===== src/rtl/mpadder_pkg.sv =====
`default_nettype none
// ============================================================================
//  Module      : mpadder_pkg
//  Description : Shared constants, command opcodes and sequencer state
//                encoding for the mpadder command sequencer.
//  Revision    : 1.0 - initial release
// ============================================================================
package mpadder_pkg;

    localparam int NCHUNK       = 5;
    localparam int SEL_W        = 4;
    localparam int ITER_W       = 3;
    localparam int MAX_SUB_ITER = 4;

    // Select value that keeps every adder result/carry register from loading
    localparam logic [3:0] CHUNK_PARK = 4'b1000;

    typedef enum logic [1:0] {
        OP_ACC     = 2'd0,
        OP_SHIFT   = 2'd1,
        OP_RESOLVE = 2'd2,
        OP_REDUCE  = 2'd3
    } op_t;

    typedef enum logic [2:0] {
        ST_IDLE = 3'd0,
        ST_ACC  = 3'd1,
        ST_SHF  = 3'd2,
        ST_RES  = 3'd3,
        ST_RED  = 3'd4,
        ST_RSP  = 3'd5
    } state_t;

endpackage
`default_nettype wire


===== src/rtl/mpadder_sequencer_chunk_cnt.sv =====
`default_nettype none
// ============================================================================
//  Module      : mpseq_chunk_cnt
//  Description : Registered chunk select for the adder: park, start at 0,
//                step with wrap, plus a last-chunk flag.
//  Revision    : 1.0 - initial release
// ============================================================================
module mpseq_chunk_cnt
    import mpadder_pkg::*;
#(
    parameter int               NCHUNK = mpadder_pkg::NCHUNK,
    parameter int               SEL_W  = mpadder_pkg::SEL_W,
    parameter logic [SEL_W-1:0] PARK   = SEL_W'(CHUNK_PARK)
) (
    input  logic             clk,
    input  logic             reset,
    input  logic             park,
    input  logic             start,
    input  logic             step,
    output logic [SEL_W-1:0] chunk_sel,
    output logic             last
);

    logic [SEL_W-1:0] r_sel;

    always_ff @(posedge clk) begin
        if (reset) begin
            r_sel <= PARK;
        end else if (start) begin
            r_sel <= '0;
        end else if (step) begin
            r_sel <= (r_sel == SEL_W'(NCHUNK - 1)) ? '0 : r_sel + 1'b1;
        end else if (park) begin
            r_sel <= PARK;
        end
    end

    assign chunk_sel = r_sel;
    assign last      = (r_sel == SEL_W'(NCHUNK - 1));

endmodule
`default_nettype wire


===== src/rtl/mpadder_sequencer.sv =====
`default_nettype none
// ============================================================================
//  Module      : mpadder_sequencer
//  Description : Turns ACC/SHIFT/RESOLVE/REDUCE commands into the registered
//                control pattern for one mpadder instance.
//                Optional feature macro: MPSEQ_TIMEOUT_EN (reduce abort).
//  Revision    : 1.0 - initial release
// ============================================================================
module mpadder_sequencer
    import mpadder_pkg::*;
#(
    parameter int NCHUNK       = mpadder_pkg::NCHUNK,
    parameter int SEL_W        = mpadder_pkg::SEL_W,
    parameter int MAX_SUB_ITER = mpadder_pkg::MAX_SUB_ITER,
    parameter int ITER_W       = mpadder_pkg::ITER_W
) (
    input  logic              clk,
    input  logic              reset,
    input  logic              cmd_valid,
    output logic              cmd_ready,
    input  logic [1:0]        cmd_op,
    output logic              rsp_valid,
    output logic              rsp_err,
    output logic [ITER_W-1:0] rsp_iters,
    output logic              rsp_lsb,
    output logic              add_enable_c,
    output logic              add_shift,
    output logic              add_subtract,
    output logic [SEL_W-1:0]  add_chunk_sel,
    input  logic              add_sub_finished,
    input  logic              add_c_zero
);

`ifdef MPSEQ_TIMEOUT_EN
    localparam bit TIMEOUT_EN = 1'b1;
`else
    localparam bit TIMEOUT_EN = 1'b0;
`endif

    state_t              r_state, w_state_n;
    logic [ITER_W-1:0]   r_pass, w_pass_n;
    logic [ITER_W-1:0]   r_iters, w_iters_n;
    logic                r_ready, w_ready_n;
    logic                r_valid, w_valid_n;
    logic                r_err, w_err_n;
    logic                r_lsb, w_lsb_n;
    logic                r_en, w_en_n;
    logic                r_shf, w_shf_n;
    logic                r_sub, w_sub_n;
    logic                w_park, w_start, w_step, w_last;

    mpseq_chunk_cnt #(
        .NCHUNK (NCHUNK),
        .SEL_W  (SEL_W),
        .PARK   (SEL_W'(CHUNK_PARK))
    ) u_chunk_cnt (
        .clk       (clk),
        .reset     (reset),
        .park      (w_park),
        .start     (w_start),
        .step      (w_step),
        .chunk_sel (add_chunk_sel),
        .last      (w_last)
    );

    // Next-state logic computes the values every control output takes next cycle
    always_comb begin
        w_state_n = r_state;
        w_pass_n  = r_pass;
        w_iters_n = '0;
        w_ready_n = 1'b0;
        w_valid_n = 1'b0;
        w_err_n   = 1'b0;
        w_lsb_n   = 1'b0;
        w_en_n    = 1'b0;
        w_shf_n   = 1'b0;
        w_sub_n   = 1'b0;
        w_park    = 1'b0;
        w_start   = 1'b0;
        w_step    = 1'b0;

        unique case (r_state)
            ST_IDLE: begin
                w_ready_n = 1'b1;
                w_park    = 1'b1;
                if (cmd_valid && r_ready) begin
                    w_ready_n = 1'b0;
                    w_pass_n  = '0;
                    unique case (op_t'(cmd_op))
                        OP_ACC: begin
                            w_state_n = ST_ACC;
                            w_en_n    = 1'b1;
                        end
                        OP_SHIFT: begin
                            w_state_n = ST_SHF;
                            w_shf_n   = 1'b1;
                        end
                        OP_RESOLVE: begin
                            w_state_n = ST_RES;
                            w_start   = 1'b1;
                            w_park    = 1'b0;
                        end
                        OP_REDUCE: begin
                            w_state_n = ST_RED;
                            w_sub_n   = 1'b1;
                            w_start   = 1'b1;
                            w_park    = 1'b0;
                        end
                    endcase
                end
            end
            ST_ACC, ST_SHF: begin
                w_state_n = ST_RSP;
                w_valid_n = 1'b1;
                w_lsb_n   = add_c_zero;
                w_park    = 1'b1;
            end
            ST_RES: begin
                if (w_last) begin
                    w_state_n = ST_RSP;
                    w_valid_n = 1'b1;
                    w_lsb_n   = add_c_zero;
                    w_park    = 1'b1;
                end else begin
                    w_step = 1'b1;
                end
            end
            ST_RED: begin
                if (w_last && add_sub_finished) begin
                    w_state_n = ST_RSP;
                    w_valid_n = 1'b1;
                    w_iters_n = r_pass;
                    w_lsb_n   = add_c_zero;
                    w_park    = 1'b1;
                end else if (w_last && TIMEOUT_EN &&
                             r_pass == ITER_W'(MAX_SUB_ITER - 1)) begin
                    w_state_n = ST_RSP;
                    w_valid_n = 1'b1;
                    w_err_n   = 1'b1;
                    w_iters_n = ITER_W'(MAX_SUB_ITER);
                    w_lsb_n   = add_c_zero;
                    w_park    = 1'b1;
                end else begin
                    w_sub_n = 1'b1;
                    w_step  = 1'b1;
                    if (w_last && r_pass != '1) begin
                        w_pass_n = r_pass + 1'b1;
                    end
                end
            end
            ST_RSP: begin
                w_state_n = ST_IDLE;
                w_ready_n = 1'b1;
                w_park    = 1'b1;
            end
            default: begin
                w_state_n = ST_IDLE;
                w_ready_n = 1'b1;
                w_park    = 1'b1;
            end
        endcase
    end

    always_ff @(posedge clk) begin
        if (reset) begin
            r_state <= ST_IDLE;
            r_pass  <= '0;
            r_iters <= '0;
            r_ready <= 1'b1;
            r_valid <= 1'b0;
            r_err   <= 1'b0;
            r_lsb   <= 1'b0;
            r_en    <= 1'b0;
            r_shf   <= 1'b0;
            r_sub   <= 1'b0;
        end else begin
            r_state <= w_state_n;
            r_pass  <= w_pass_n;
            r_iters <= w_iters_n;
            r_ready <= w_ready_n;
            r_valid <= w_valid_n;
            r_err   <= w_err_n;
            r_lsb   <= w_lsb_n;
            r_en    <= w_en_n;
            r_shf   <= w_shf_n;
            r_sub   <= w_sub_n;
        end
    end

    assign cmd_ready    = r_ready;
    assign rsp_valid    = r_valid;
    assign rsp_err      = r_err;
    assign rsp_iters    = r_iters;
    assign rsp_lsb      = r_lsb;
    assign add_enable_c = r_en;
    assign add_shift    = r_shf;
    assign add_subtract = r_sub;

endmodule
`default_nettype wire


===== config.mk =====
export PLATFORM = sky130hd
export DESIGN_NAME = mpadder_sequencer
export DESIGN_NICKNAME = d
export VERILOG_FILES = /design/src/rtl/mpadder_pkg.sv /design/src/rtl/mpadder_sequencer_chunk_cnt.sv /design/src/rtl/mpadder_sequencer.sv
export SDC_FILE = /design/constraint.sdc
export NUM_CORES = 1
export LEC_CHECK = 0
export CAP_MARGIN = 20
export CORE_UTILIZATION = 51
export DETAILED_ROUTE_END_ITERATION = 7
export PLACE_DENSITY = 0.87
export SLEW_MARGIN = 20
export SYNTH_ARGS = -nofsm -noshare
export SYNTH_HDL_FRONTEND = slang
export SYNTH_SLANG_ARGS = --single-unit

===== constraint.sdc =====
create_clock -name clk -period 4.1 [get_ports clk]
set_input_delay 0.82 -clock clk [delete_from_list [all_inputs] [get_ports clk]]
set_output_delay 0.82 -clock clk [all_outputs]
set_load 0.01 [all_outputs]

=== After elaboration in Yosys (flattened, before gate mapping) ===
Cells that the tools add are included.

* Add/sub/neg operators: 2
* Multiply operators: 0
* Divide/modulo/power cells: 0
* $lt $le $gt $ge: 0
* Eq/ne operators: 14
* Shift-type cells: 0
* Multiplexer cells: 35
* Bitwise gates (word level): 4
* Reductions and logical operators: 16

{| class="wikitable"
|+ Operators by type and width
! cell !! count
|-
| one-hot mux 3 bit (4 select lines) || 2
|-
| two-way mux 3 bit || 6
|-
| two-way mux 1 bit || 16
|-
| two-way mux 4 bit || 4
|-
| != test 2 bit, second input constant || 5
|-
| one-hot mux 1 bit (3 select lines) || 3
|-
| equality test 3 x 2 -> 1 bit, second input constant || 2
|-
| one-hot mux 1 bit (2 select lines) || 3
|-
| one-hot mux 3 bit (2 select lines) || 1
|-
| OR reduction 2 bit || 3
|-
| OR reduction 3 bit || 2
|-
| adder 4 x 1 -> 4 bit, second input constant || 1
|-
| equality test 2 bit, second input constant || 2
|-
| equality test 4 x 3 -> 1 bit, second input constant || 1
|-
| NOT 1 bit || 4
|-
| AND reduction 4 bit || 1
|-
| nonzero test 2 bit || 2
|-
| OR reduction 4 bit || 1
|-
| adder 3 x 1 -> 3 bit, second input constant || 1
|-
| equality test 3 x 1 -> 1 bit, second input constant || 1
|-
| equality test 3 bit, second input constant || 1
|-
| logical AND 1 bit || 3
|-
| logical NOT 3 bit || 1
|-
| != test 3 bit, second input constant || 1
|-
| 4 further kinds || 4
|}

* Register bits after elaboration: 19
* Bits in latches: 0
* RAM bits: 0
* ROM bits: 0
* Input bits: 7
* Memories kept: 0

=== Depth between registers and ports, before layout ===
* Word-level depth: 8
* Depth in mapped cells: 6
* Depth with buffers taken out: 6

=== Hierarchy ===
A second synthesis with hierarchy kept.

* Cells, all modules: 108
* Area total of the unflattened synthesis: 1037.2 µm²

{| class="wikitable"
|+ Modules (own cells, without submodules)
! module !! times used !! cells an instance !! area each (µm²) !! sequential area each (µm²)
|-
| mpadder_sequencer || 1 || 79 || 790.8 || 300.3
|-
| mpseq_chunk_cnt || 1 || 29 || 246.5 || 80.1
|}

=== Least setup slack after synthesis ===
No wires, ideal clock.

* Kind: input to register
* Start: in add_sub_finished
* End: reg r_pass[0]
* Setup time: 0.121 ns
* Arrival: 1.670 ns
* Setup slack: 2.309 ns
* Stages: 4
* Buffers on the path: 0
* Cell sequence: or3b_4 > o2bb2ai_2 > a21oi_1 > mux2_2

* Longest elaborated chain between the ends: 3

{| class="wikitable"
|+ Ends and longest elaborated chain
! element !! RTL line !! text
|-
| start, declared || mpadder_sequencer.sv:30 || <nowiki>input logic add_sub_finished,</nowiki>
|-
| logical AND 1 bit || mpadder_sequencer.sv:129 || <nowiki>if (w_last && add_sub_finished) begin</nowiki>
|-
| != test 2 bit (no line) || n/a ||
|-
| AND reduction 4 bit (no line) || n/a ||
|-
| end signal, assigned || mpadder_sequencer.sv:178 || <nowiki>r_pass <= w_pass_n;</nowiki>
|-
| end, declared || mpadder_sequencer.sv:41 || <nowiki>logic [ITER_W-1:0] r_pass, w_pass_n;</nowiki>
|}

No other way between the ends.
A chain may end at the register's enable or synchronous reset.

=== Worst setup path in the final report ===
* Start: in cmd_op[0]
* End: reg u_chunk_cnt.r_sel[2] (netlist: u_chunk_cnt.chunk_sel[2])

* Longest elaborated chain between the ends: 6
* Elaborated cells on any way between the ends: 11

{| class="wikitable"
|+ Ends and longest elaborated chain
! element !! RTL line !! text
|-
| start, declared || mpadder_sequencer.sv:21 || <nowiki>input logic [1:0] cmd_op,</nowiki>
|-
| equality test 2 bit || mpadder_sequencer.sv:89 || <nowiki>unique case (op_t'(cmd_op))</nowiki>
|-
| OR reduction 2 bit (no line) (*) || n/a ||
|-
| two-way mux 1 bit || mpadder_sequencer.sv:89 ||
|-
| two-way mux 1 bit || mpadder_sequencer.sv:86 || <nowiki>if (cmd_valid && r_ready) begin</nowiki>
|-
| one-hot mux 1 bit (3 select lines) or two-way mux 1 bit (tied branches) || mpadder_sequencer.sv:82 || <nowiki>unique case (r_state)</nowiki>
|-
| nonzero test 2 bit (no line) or OR reduction 2 bit (tied branches) || n/a ||
|-
| end signal, assigned || mpadder_sequencer_chunk_cnt.sv:32 || <nowiki>r_sel <= (r_sel == SEL_W'(NCHUNK - 1)) ? '0 : r_sel + 1'b1;</nowiki>
|-
| end, declared || mpadder_sequencer_chunk_cnt.sv:24 || <nowiki>logic [SEL_W-1:0] r_sel;</nowiki>
|}

Mark *: on every way between the ends. The rest lies on a longest branch, timed or not.

==> impl_metrics.toml <==
[power_and_ir_drop]
swShare_pct = 31.0
leakage_nw = 0.458
powerDensity_nw_per_um2 = 381
fin_total_pwr_mw = 0.424
power.share.sequential_pct = 51.2
comb_power_share_pct = 26.6
power_switching_mw = 0.131
internal-power_mw = 0.292
clkPwrFrac_pct = 22.2
ir_drop_v = 0.000221

[logic_synthesis]
yosysUniqueCellTypes = 36
synth_warnings = 0
syn_avg_cell_area_sq_um = 9.34
ys_ff_latch = 19
syn_area_sq_um = 897
syn_inst = 96
synth_fp_nets = 111
yosysSeqAreaShare_pct = 42.4

[worst_setup_path]
r2r-start = "r_pass[0]$_SDFFE_PP0P_"
path_max_fanout = 3
criticalPathCategory = "in2reg"
crit_path_start = "cmd_op[0]"
rrSetupSlack_ns = 2.35
cp.arrival_ns = 2.37
slowest_delay_ns = 0.51
endpoint = "u_chunk_cnt.chunk_sel[2]$_SDFFE_PP0P_"
worstPathCellList = "clkdlybuf4s50_1 > inv_1 > ha_1 > or2_2 > a31oi_1 > nand3_1 > nor2_1"
slowest_stage = "clkdlybuf4s50_1"
required_ns = 4.35
critPathLaunchType = "input port"
end_kind = "flip-flop"
r2r_end = "r_pass[0]$_SDFFE_PP0P_"
ff2ff_path_depth = 6

[final_layout]
multiInputGateArea_sq_um = 464
utilization_pct = 70.5
finalNetCount = 131
n_antenna_cell = 0
area_growth_pct = 23.8
layout-drive-gt1-share_pct = 7.83
fillCellCount = 125
ff_latch_area_sq_um = 380

[timing]
finClkSkew_ns = 0.00347
final_hold_viol_count = 0
rsz0062_at_grt = "false"
finalCritPeriodShare_pct = 51.7
min_period_ns = 2.12
setup_violations = 0
max_slew_margin_pct = 59.2
fmax_ghz = 0.472
setup_tns_ns = 0
worst_pin_slew_ns = 0.607
drv_slew = 0

[clock_tree]
cts_root_buf = "clkbuf_4"
clock-sinks = 19
clock_latency_ns = 0.30
hold_buffers = 0
cts_tree = "yes"
numCtsBuffers = 3
clk_path_buf_depth = 2
cts_resized = 0
htreeDepth = 1
clkTransAtPathRegs_ns = 0.10
postCtsSetupRepairBufs = 0

[detailed_routing]
antenna_left = 0
wl_per_cell_um = 13.7
routed_wl_um = 1800
vias_per_cell = 5.57
drc = 0
drt_iter0_drc = 20
vias = 730
dr.pass1.iters = 6

[placement]
place_congestion = 0.843
post-dp-hpwl_um = 1310
port_buffers = 19

[die]
fp.dieH_um = 43.9
die_w_um = 43.9
rows = 14
start_util_pct = 56.9
core-area_sq_um = 1580
pin_count = 21
die_area_sq_um = 1930

[grt]
antenna_found_initial = 0
grt_pass1_vias = 729
grt_pass1_wl_um = 3100
grt_start_max_net_pins = 13
grt_overflow = 0
grt.total_usage_pct = 22.3

[outcome]
status = "complete, no violations"

[min_path]
hp-class = "reg2reg"

[job]
cap_violations = 0
## metal layers
| metal | track usage [%] | vias up | part of all wire [%] |
|---|---|---|---|
| met5 | 0 | - | 0 |
| met4 | 9.70 | 0 | 1.9 |
| met3 | 6.67 | 5 | 4.9 |
| met2 | 39.4 | 18 | 49 |
| met1 | 24.5 | 340 | 44 |
| li1 | - | 367 | - |
## worst min-delay path by stage
stage | slack (ns) | to | start | cells past startpoint
after global placement | 0.43 | rsp_iters[1]$_SDFF_PP0_ | r_pass[1]$_SDFFE_PP0P_ | 2
after detailed placement | 0.44 | rsp_iters[1]$_SDFF_PP0_ | r_pass[1]$_SDFFE_PP0P_ | 2
after CTS | 0.46 | rsp_iters[1]$_SDFF_PP0_ | r_pass[1]$_SDFFE_PP0P_ | 2
after global routing | 0.48 | rsp_iters[1]$_SDFF_PP0_ | r_pass[1]$_SDFFE_PP0P_ | 2
after floorplan | 0.43 | rsp_iters[1]$_SDFF_PP0_ | r_pass[1]$_SDFFE_PP0P_ | 2
final | 0.46 | rsp_iters[1]$_SDFF_PP0_ | r_pass[1]$_SDFFE_PP0P_ | 2
## worst max-delay path: cells and delay by family
family | cells | cell delay (ns)
compound gates | 1 | 0.22
fa+ha+maj | 1 | 0.21
buf+inv | 2 | 0.59
simple gates | 3 | 0.52
## final cells by class
| type | count | share of cell area (%) |
|---|---|---|
| clock buffers | 4 | 2.36 |
| inverters | 8 | 2.70 |
| multi-input cells | 65 | 41.8 |
| flip-flops and latches | 19 | 34.2 |
| well taps | 16 | 1.80 |
| repair buffers | 19 | 17.1 |
## cell usage after synthesis
library cell,count,area share (%)
a22o_1,2,2.0
nand2b_1,1,0.70
dfxtp_1,19,42
or3b_1,1,0.98
nand3b_1,1,0.84
buf_1,1,0.42
a211o_1,1,0.98
a21oi_1,5,2.8
or2_2,2,1.4
xnor2_1,1,0.98
and2_1,3,2.1
a31oi_1,2,1.4
nand3_1,5,2.8
clkbuf_1,1,0.42
o2bb2ai_2,1,1.7
nor3_1,2,1.1
and4b_1,1,1.1
buf_4,2,1.7
nor3b_1,2,1.7
conb_1,1,0.42
ha_1,8,11
a32oi_1,1,0.98
a211oi_1,1,0.84
or3b_4,1,1.3
o2bb2ai_1,1,0.98
or2_1,1,0.70
and3_1,2,1.4
nor4_2,1,1.4
and3b_1,1,0.98
mux2i_1,1,1.1
nor2_1,9,3.8
inv_1,8,3.3
o21ai_0,1,0.56
nand2_1,4,1.7
o31ai_1,1,0.84
mux2_2,1,1.3
## flip-flops by register name, summed over array words and instances (netlist names)
name and flops:
u_chunk_cnt.chunk_sel 4, r_state 3, rsp_lsb 1, cmd_ready 1
rsp_valid 1, add_enable_c 1, add_subtract 1, add_shift 1
rsp_iters 3, r_pass 3
## layout by cell type (no fill, tap or decap), types with 2 or more instances in the layout
cell             Yosys  layout
a22o_1               2       2
a31oi_1              2       2
and2_1               3       3
nor2_1               9       9
dfxtp_1             19      19
inv_1                8       8
a21oi_1              5       5
and3_1               2       2
clkdlybuf4s50_1      0      19
or2_2                2       2
ha_1                 8       8
nor3_1               2       2
nand3_1              5       5
nor3b_1              2       2
clkbuf_4             0       3
nand2_1              4       4
## power groups by stage
stage / logic, mW / clock network [mW] / registers (mW)
final: 0.113 / 0.0940 / 0.217
after detailed placement: 0.111 / 0 / 0.221
after global routing: 0.125 / 0.102 / 0.219
after floorplan: 0.0749 / 0 / 0.218
after global placement: 0.107 / 0 / 0.219
after CTS: 0.112 / 0.0949 / 0.216
## kinds of logic (layout without fill, tap and decap cells)
family                     after synthesis  in the layout  share of synthesized area, %
muxes                                    2              2                          2.37
other                                    1              1                         0.418
adders and majority gates                8              8                          11.2
xor gates and xnor gates                 1              1                         0.976
buffers and inverters                   12             31                          5.86
AOI/OAI and AO/OA                       16             16                          13.0
and+or+nand+nor                         37             37                          23.8
DFF                                     19             19                          42.4
## metrics by stage
stage / worst slack (ns) / area [sq um] / hold WS (ns) / instances
floorplan: 2.31 / 897 / 0.426 / 96
global placement: 1.75 / 1080 / 0.434 / 127
detailed placement: 1.67 / 1080 / 0.443 / 127
CTS: 1.99 / 1110 / 0.458 / 131
global route: 1.87 / 1110 / 0.479 / 131
finish: 1.98 / 1110 / 0.455 / 131
Power figures use the tool's default switching activity.
